===== src/rtl/nibble_rsp_deser.sv =====
// Purpose : collect NibbleW-bit response nibbles into WordW-bit words and route
//           each word to the inst or data port by an in-order tag FIFO.
// Latency : word valid one cycle after its last nibble is accepted; NumNib+1
//           cycles minimum per word.
// Backpr. : rsp_ready_o low while no tag is outstanding or a word is being
//           delivered; a data word is held until data_pready_i.
// Ports   : clk/rst_n (async, active-low); tag_* push side of the tag FIFO with
//           full/empty/sticky overflow; rsp_* nibble input (valid/ready);
//           inst_rsp_* one-cycle strobe; data_p* valid/ready load response.
module nibble_rsp_deser #(
  parameter int NibbleW  = 4,
  parameter int WordW    = 32,
  parameter int TagDepth = 2
) (
  input  logic               clk,
  input  logic               rst_n,
  input  logic               tag_push_i,
  input  logic               tag_is_inst_i,
  output logic               tag_full_o,
  output logic               tag_empty_o,
  output logic               overflow_o,
  input  logic [NibbleW-1:0] rsp_nibble_i,
  input  logic               rsp_valid_i,
  output logic               rsp_ready_o,
  output logic [WordW-1:0]   inst_rsp_data_o,
  output logic               inst_rsp_valid_o,
  output logic [WordW-1:0]   data_pdata_o,
  output logic               data_pvalid_o,
  input  logic               data_pready_i
);

  localparam int NumNib = WordW / NibbleW;
  localparam int CntW   = (NumNib > 1) ? $clog2(NumNib) : 1;
  localparam int PtrW   = (TagDepth > 1) ? $clog2(TagDepth) : 1;
  localparam int OccW   = $clog2(TagDepth + 1);

  typedef enum logic {COLLECT, DELIVER} state_e;

  state_e              state_q, state_d;
  logic [CntW-1:0]     cnt_q, cnt_d;
  logic [WordW-1:0]    word_q, word_d;
  logic [TagDepth-1:0] tag_mem_q, tag_mem_d;
  logic [PtrW-1:0]     wptr_q, wptr_d;
  logic [PtrW-1:0]     rptr_q, rptr_d;
  logic [OccW-1:0]     occ_q, occ_d;
  logic                ovf_q, ovf_d;
  logic                inst_vld_q, inst_vld_d;
  logic                data_vld_q, data_vld_d;

  logic full, empty, head_is_inst, accept, pop, push_ok;

  assign full         = (occ_q == OccW'(TagDepth));
  assign empty        = (occ_q == '0);
  assign head_is_inst = tag_mem_q[rptr_q];

  assign rsp_ready_o      = (state_q == COLLECT) && !empty;
  assign tag_full_o       = full;
  assign tag_empty_o      = empty;
  assign overflow_o       = ovf_q;
  assign inst_rsp_data_o  = word_q;
  assign data_pdata_o     = word_q;
  assign inst_rsp_valid_o = inst_vld_q;
  assign data_pvalid_o    = data_vld_q;

  always_comb begin
    state_d    = state_q;
    cnt_d      = cnt_q;
    word_d     = word_q;
    inst_vld_d = inst_vld_q;
    data_vld_d = data_vld_q;
    tag_mem_d  = tag_mem_q;
    wptr_d     = wptr_q;
    rptr_d     = rptr_q;
    occ_d      = occ_q;
    ovf_d      = ovf_q;

    accept = rsp_ready_o && rsp_valid_i;
    // The registered valids already encode the head tag while in DELIVER.
    pop    = (state_q == DELIVER) && (inst_vld_q || (data_vld_q && data_pready_i));
    // A pop in the same cycle frees a slot, so a push into a full FIFO is kept.
    push_ok = tag_push_i && (!full || pop);

    unique case (state_q)
      COLLECT: begin
        if (accept) begin
          // Shift in from the top: first nibble lands in the lowest slot.
          word_d = {rsp_nibble_i, word_q[WordW-1:NibbleW]};
          if (cnt_q == CntW'(NumNib - 1)) begin
            cnt_d      = '0;
            state_d    = DELIVER;
            inst_vld_d = head_is_inst;
            data_vld_d = !head_is_inst;
          end else begin
            cnt_d = cnt_q + 1'b1;
          end
        end
      end
      DELIVER: begin
        if (pop) begin
          state_d    = COLLECT;
          inst_vld_d = 1'b0;
          data_vld_d = 1'b0;
        end
      end
      default: state_d = COLLECT;
    endcase

    if (pop) begin
      rptr_d = (rptr_q == PtrW'(TagDepth - 1)) ? '0 : rptr_q + 1'b1;
    end
    if (push_ok) begin
      tag_mem_d[wptr_q] = tag_is_inst_i;
      wptr_d = (wptr_q == PtrW'(TagDepth - 1)) ? '0 : wptr_q + 1'b1;
    end
    if (tag_push_i && !push_ok) begin
      ovf_d = 1'b1;
    end

    unique case ({push_ok, pop})
      2'b10:   occ_d = occ_q + 1'b1;
      2'b01:   occ_d = occ_q - 1'b1;
      default: occ_d = occ_q;
    endcase
  end

  always_ff @(posedge clk or negedge rst_n) begin
    if (!rst_n) begin
      state_q    <= COLLECT;
      cnt_q      <= '0;
      word_q     <= '0;
      tag_mem_q  <= '0;
      wptr_q     <= '0;
      rptr_q     <= '0;
      occ_q      <= '0;
      ovf_q      <= 1'b0;
      inst_vld_q <= 1'b0;
      data_vld_q <= 1'b0;
    end else begin
      state_q    <= state_d;
      cnt_q      <= cnt_d;
      word_q     <= word_d;
      tag_mem_q  <= tag_mem_d;
      wptr_q     <= wptr_d;
      rptr_q     <= rptr_d;
      occ_q      <= occ_d;
      ovf_q      <= ovf_d;
      inst_vld_q <= inst_vld_d;
      data_vld_q <= data_vld_d;
    end
  end

endmodule


===== config.mk =====
export PLATFORM = sky130hd
export DESIGN_NAME = nibble_rsp_deser
export DESIGN_NICKNAME = d
export VERILOG_FILES = /design/src/rtl/nibble_rsp_deser.sv
export SDC_FILE = /design/constraint.sdc
export NUM_CORES = 1
export LEC_CHECK = 0
export BUFFER_PORTS_ARGS = -buffer_cell sky130_fd_sc_hd__buf_2
export CORE_ASPECT_RATIO = 2
export CORE_MARGIN = 5
export CORE_UTILIZATION = 45
export CTS_CLUSTER_SIZE = 24
export DETAILED_ROUTE_END_ITERATION = 10
export PLACE_DENSITY = 0.76
export SYNTH_ARGS = -nofsm -noshare
export SYNTH_HDL_FRONTEND = slang
export SYNTH_SLANG_ARGS = --single-unit

===== constraint.sdc =====
create_clock -name clk -period 1.55 [get_ports clk]
set_input_delay 0.31 -clock clk [delete_from_list [all_inputs] [get_ports clk]]
set_output_delay 0.31 -clock clk [all_outputs]
set_load 0.005 [all_outputs]

==> results by group <==
Setup path
  • Worst-path cell chain: a21oi_2 -> o21a_1 -> nand2b_1 -> ha_4 -> xnor2_1 -> nor2_1 -> xor2_1
  • Slowest CP cell: dfrtp_1
  • R2r setup slk: 0.02 ns
  • Reg-to-reg startpoint: data_pvalid_o$_DFFE_PN0P_
  • Critical path launch point: data_pvalid_o$_DFFE_PN0P_
  • R2r endpoint: occ_q[1]$_DFFE_PN0P_
  • Crit start category: register
  • Worst Path Buf+Inv: 0
  • Delay-heaviest family, CP: flip-flops
  • Setup crit end kind: register
  • Worst path required time: 1.72 ns
  • Max incr delay on CP: 0.41 ns
  • Critical-path maximum fanout: 4
  • WP data arrival: 1.70 ns
  • WS Path Type: register to register
  • Register-to-Register Path Depth: 7

Synth
  • Mean Syn Cell Area: 14.29 sq um
  • Post-synth top area share: 0.5020
  • Adder-cell share of the synthesized area: 0.01673
  • Simple-gate share of the synthesized area: 0.04127
  • Library cells used by synthesis: 29
  • Synth area leaders: dfrtp_1 50%, mux2_4 20%, buf_4 11%, buf_12 2.7%, mux2_2 2.5%
  • Synth Area in XOR/XNOR: 0.01562
  • Largest family of logic cells by synthesized area: multiplexers
  • Synth Cell Area: 0.002243 sq mm
  • Ys Warns: 0
  • Yosys reg bits: 45
  • Seq/Total Area, Yosys: 0.5020
  • Synth Area in Compound Gates: 0.05187
  • Yosys top cell by area: dfrtp_1
  • Mux cell area share after synthesis: 0.2303
  • Mapped Cells: 157
  • Syn_nets: 170

Placement
  • Port Buffer Count: 79
  • Hpwl dp: 3.081 mm
  • Dpl cells: 265
  • Placement Cell Area: 0.002499 sq mm
  • RePlAce Congestion: 0.7768

Power
  • Part of the power in registers: 0.371
  • Leakage: 1.424 nW
  • Clock network fraction of total power: 0.132
  • P per Cell Area: 2342 mW/mm^2
  • Psw: 2.045 mW
  • Max IR drop VDD: 1210 uV
  • Sw Ratio: 0.3260
  • Internal power: 4.229 mW
  • Comb pwr share: 0.497

GRT
  • Initial antenna violation count: 0
  • Total GRT Usage: 0.1222
  • First-pass GRT wire length: 6.154 mm
  • Pin count of the biggest net entering global routing: 22
  • GRT overflow: 0
  • Vias in the first global route: 1,297

Hold path
  • Hold path depth: 2
  • Worst hold start: rsp_nibble_i[3]
  • Worst Hold Class: primary input to register
  • Worst Hold End: data_pdata_o[31]$_DFFE_PN0P_

Finish
  • Antenna cells: 0
  • End-of-flow core utilization: 0.5507
  • Most frequent cells in the layout: 79 x buf_2, 44 x dfrtp_1, 30 x mux2_4
  • Area of the multi-input gates: 822.0 sq um
  • Fraction of layout cells with a size suffix above 1: 0.6413
  • Post-route design area: 0.002679 sq mm
  • Fill count: 439
  • Synthesis-to-layout area growth: 19.41%
  • Commonest non-fill, non-tap cell in the layout: buf_2
  • Register Area: 0.001127 sq mm
  • Fin cells: 280
  • Nets: 236

Die
  • Die Width: 59.93 um
  • DIE AREA: 0.006583 sq mm
  • Initial Util: 0.4612
  • # IOs: 80
  • Core region area: 0.004865 sq mm
  • FP Rows: 36
  • Die height: 109.9 um

CTS
  • CTS tree: yes
  • Clk root buf: clkbuf_8
  • CTS HTree Levels: 2
  • CTS Buf Count: 5
  • CTS Buffer Depth: 2
  • Worst-path clk slew: 0.07 ns
  • Clock Sinks: 45
  • Clock latency at the later pin of the worst-skew pair: 0.29 ns

Route
  • Iter 0 DRT Violations: 46
  • ANT nets after route: 0
  • DRC: 0
  • Router iterations before antenna repair: 3
  • Vias per cell: 4.804
  • DR WL/cell: 14.62 um
  • Final wirelength: 4.093 mm
  • DR vias: 1,345

STA
  • Fmax: 653.4 MHz
  • Final number of hold-violating endpoints: 0
  • Setup TNS after final layout: 0 ns
  • Final Slew Violations: 0
  • Max_slew headroom: 0.6981
  • Worst Skew: 0.009538 ns
  • Post-layout min period: 1.531 ns
  • Crit share post-route: 0.9874
  • Final setup violation count: 0
  • Slew of the pin with the lowest slew margin: 0.4529 ns

Status
  • Status: finished, final reports clean

Flow run
  • Max-Cap Viols: 0
## metrics by stage
stage	total power [mW]	setup WS, ns	hold slack (ns)
2_1_floorplan	4.689	0.04550	0.01441
3_3_place_gp	5.262	0.08255	0.2800
3_5_place_dp	5.368	0.02149	0.2904
4_1_cts	6.226	0.007826	0.2415
5_1_grt	6.721	-0.03397	0.2394
6_report	6.274	0.01948	0.2510
## repair_timing
item / 4_1_cts / 5_1_grt
hold buffers: 1 / 0
gates resized for setup: 0 / 2
buffers inserted: 0 / 7
hold endpoints to repair: 19 / 0
endpoints found under the setup margin: 0 / 1
## synthesized netlist by cell type
cell type / number
o21ba_4: 1
o32ai_1: 2
a22o_1: 1
nor2_1: 5
nor2b_1: 1
dfrtp_1: 45
mux2i_1: 1
buf_4: 33
and2_1: 1
nor3_1: 1
o221ai_1: 1
mux2_4: 30
nand2_1: 2
a21o_1: 2
nand2b_1: 2
xnor2_1: 2
or3b_2: 1
o21a_1: 1
a21oi_1: 1
nand2_8: 1
buf_12: 3
mux2_2: 5
ha_1: 3
nor3b_1: 1
a211oi_1: 1
xor2_1: 2
o211a_1: 1
o21ai_0: 4
inv_1: 3
## power by group through the flow
stage          Sequential [mW]  Clock, mW  Combinational [mW]
2_1_floorplan             2.29          0                2.40
3_3_place_gp              2.33          0                2.93
3_5_place_dp              2.37          0                3.00
4_1_cts                   2.35      0.862                3.01
5_1_grt                   2.44      0.908                3.37
6_report                  2.33      0.828                3.12
## flip-flops by register name (all words and copies together), names as in the netlist
register	cells
state_q	1
overflow_o	1
wptr_q	1
rptr_q	1
data_pvalid_o	1
cnt_q	3
inst_rsp_valid_o	1
tag_mem_q	2
data_pdata_o	32
occ_q	2
## layout make-up
type / count / share of cell area
Clock buffer: 5 / 0.02569
Clock inverter: 2 / 0.01308
Inverter: 3 / 0.004204
Multi-Input combinational cell: 73 / 0.3069
Sequential cell: 45 / 0.4208
Tap cell: 57 / 0.02662
Timing Repair Buffer: 95 / 0.2027
## cells by family after synthesis
group / Yosys count
AO/OA/AOI/OAI: 15
XOR/XNOR: 4
adder cells (fa/ha/maj): 3
buffers and inverters: 39
flip-flops: 45
multiplexers: 36
AND/OR/NAND/NOR: 15
## per-layer routing
layer,share of wire,GRT usage
met1,0.38,0.1510
met5,0,0
met4,0.014,0.04279
met2,0.51,0.2012
met3,0.099,0.03173
## worst max-delay path by stage
stage,to,depth (start not counted)
2_1_floorplan,occ_q[1]$_DFFE_PN0P_,7
3_3_place_gp,occ_q[1]$_DFFE_PN0P_,6
3_5_place_dp,occ_q[1]$_DFFE_PN0P_,6
4_1_cts,occ_q[1]$_DFFE_PN0P_,6
5_1_grt,occ_q[1]$_DFFE_PN0P_,7
6_report,occ_q[1]$_DFFE_PN0P_,7
Note: power is estimated with default switching activity, not from simulation.
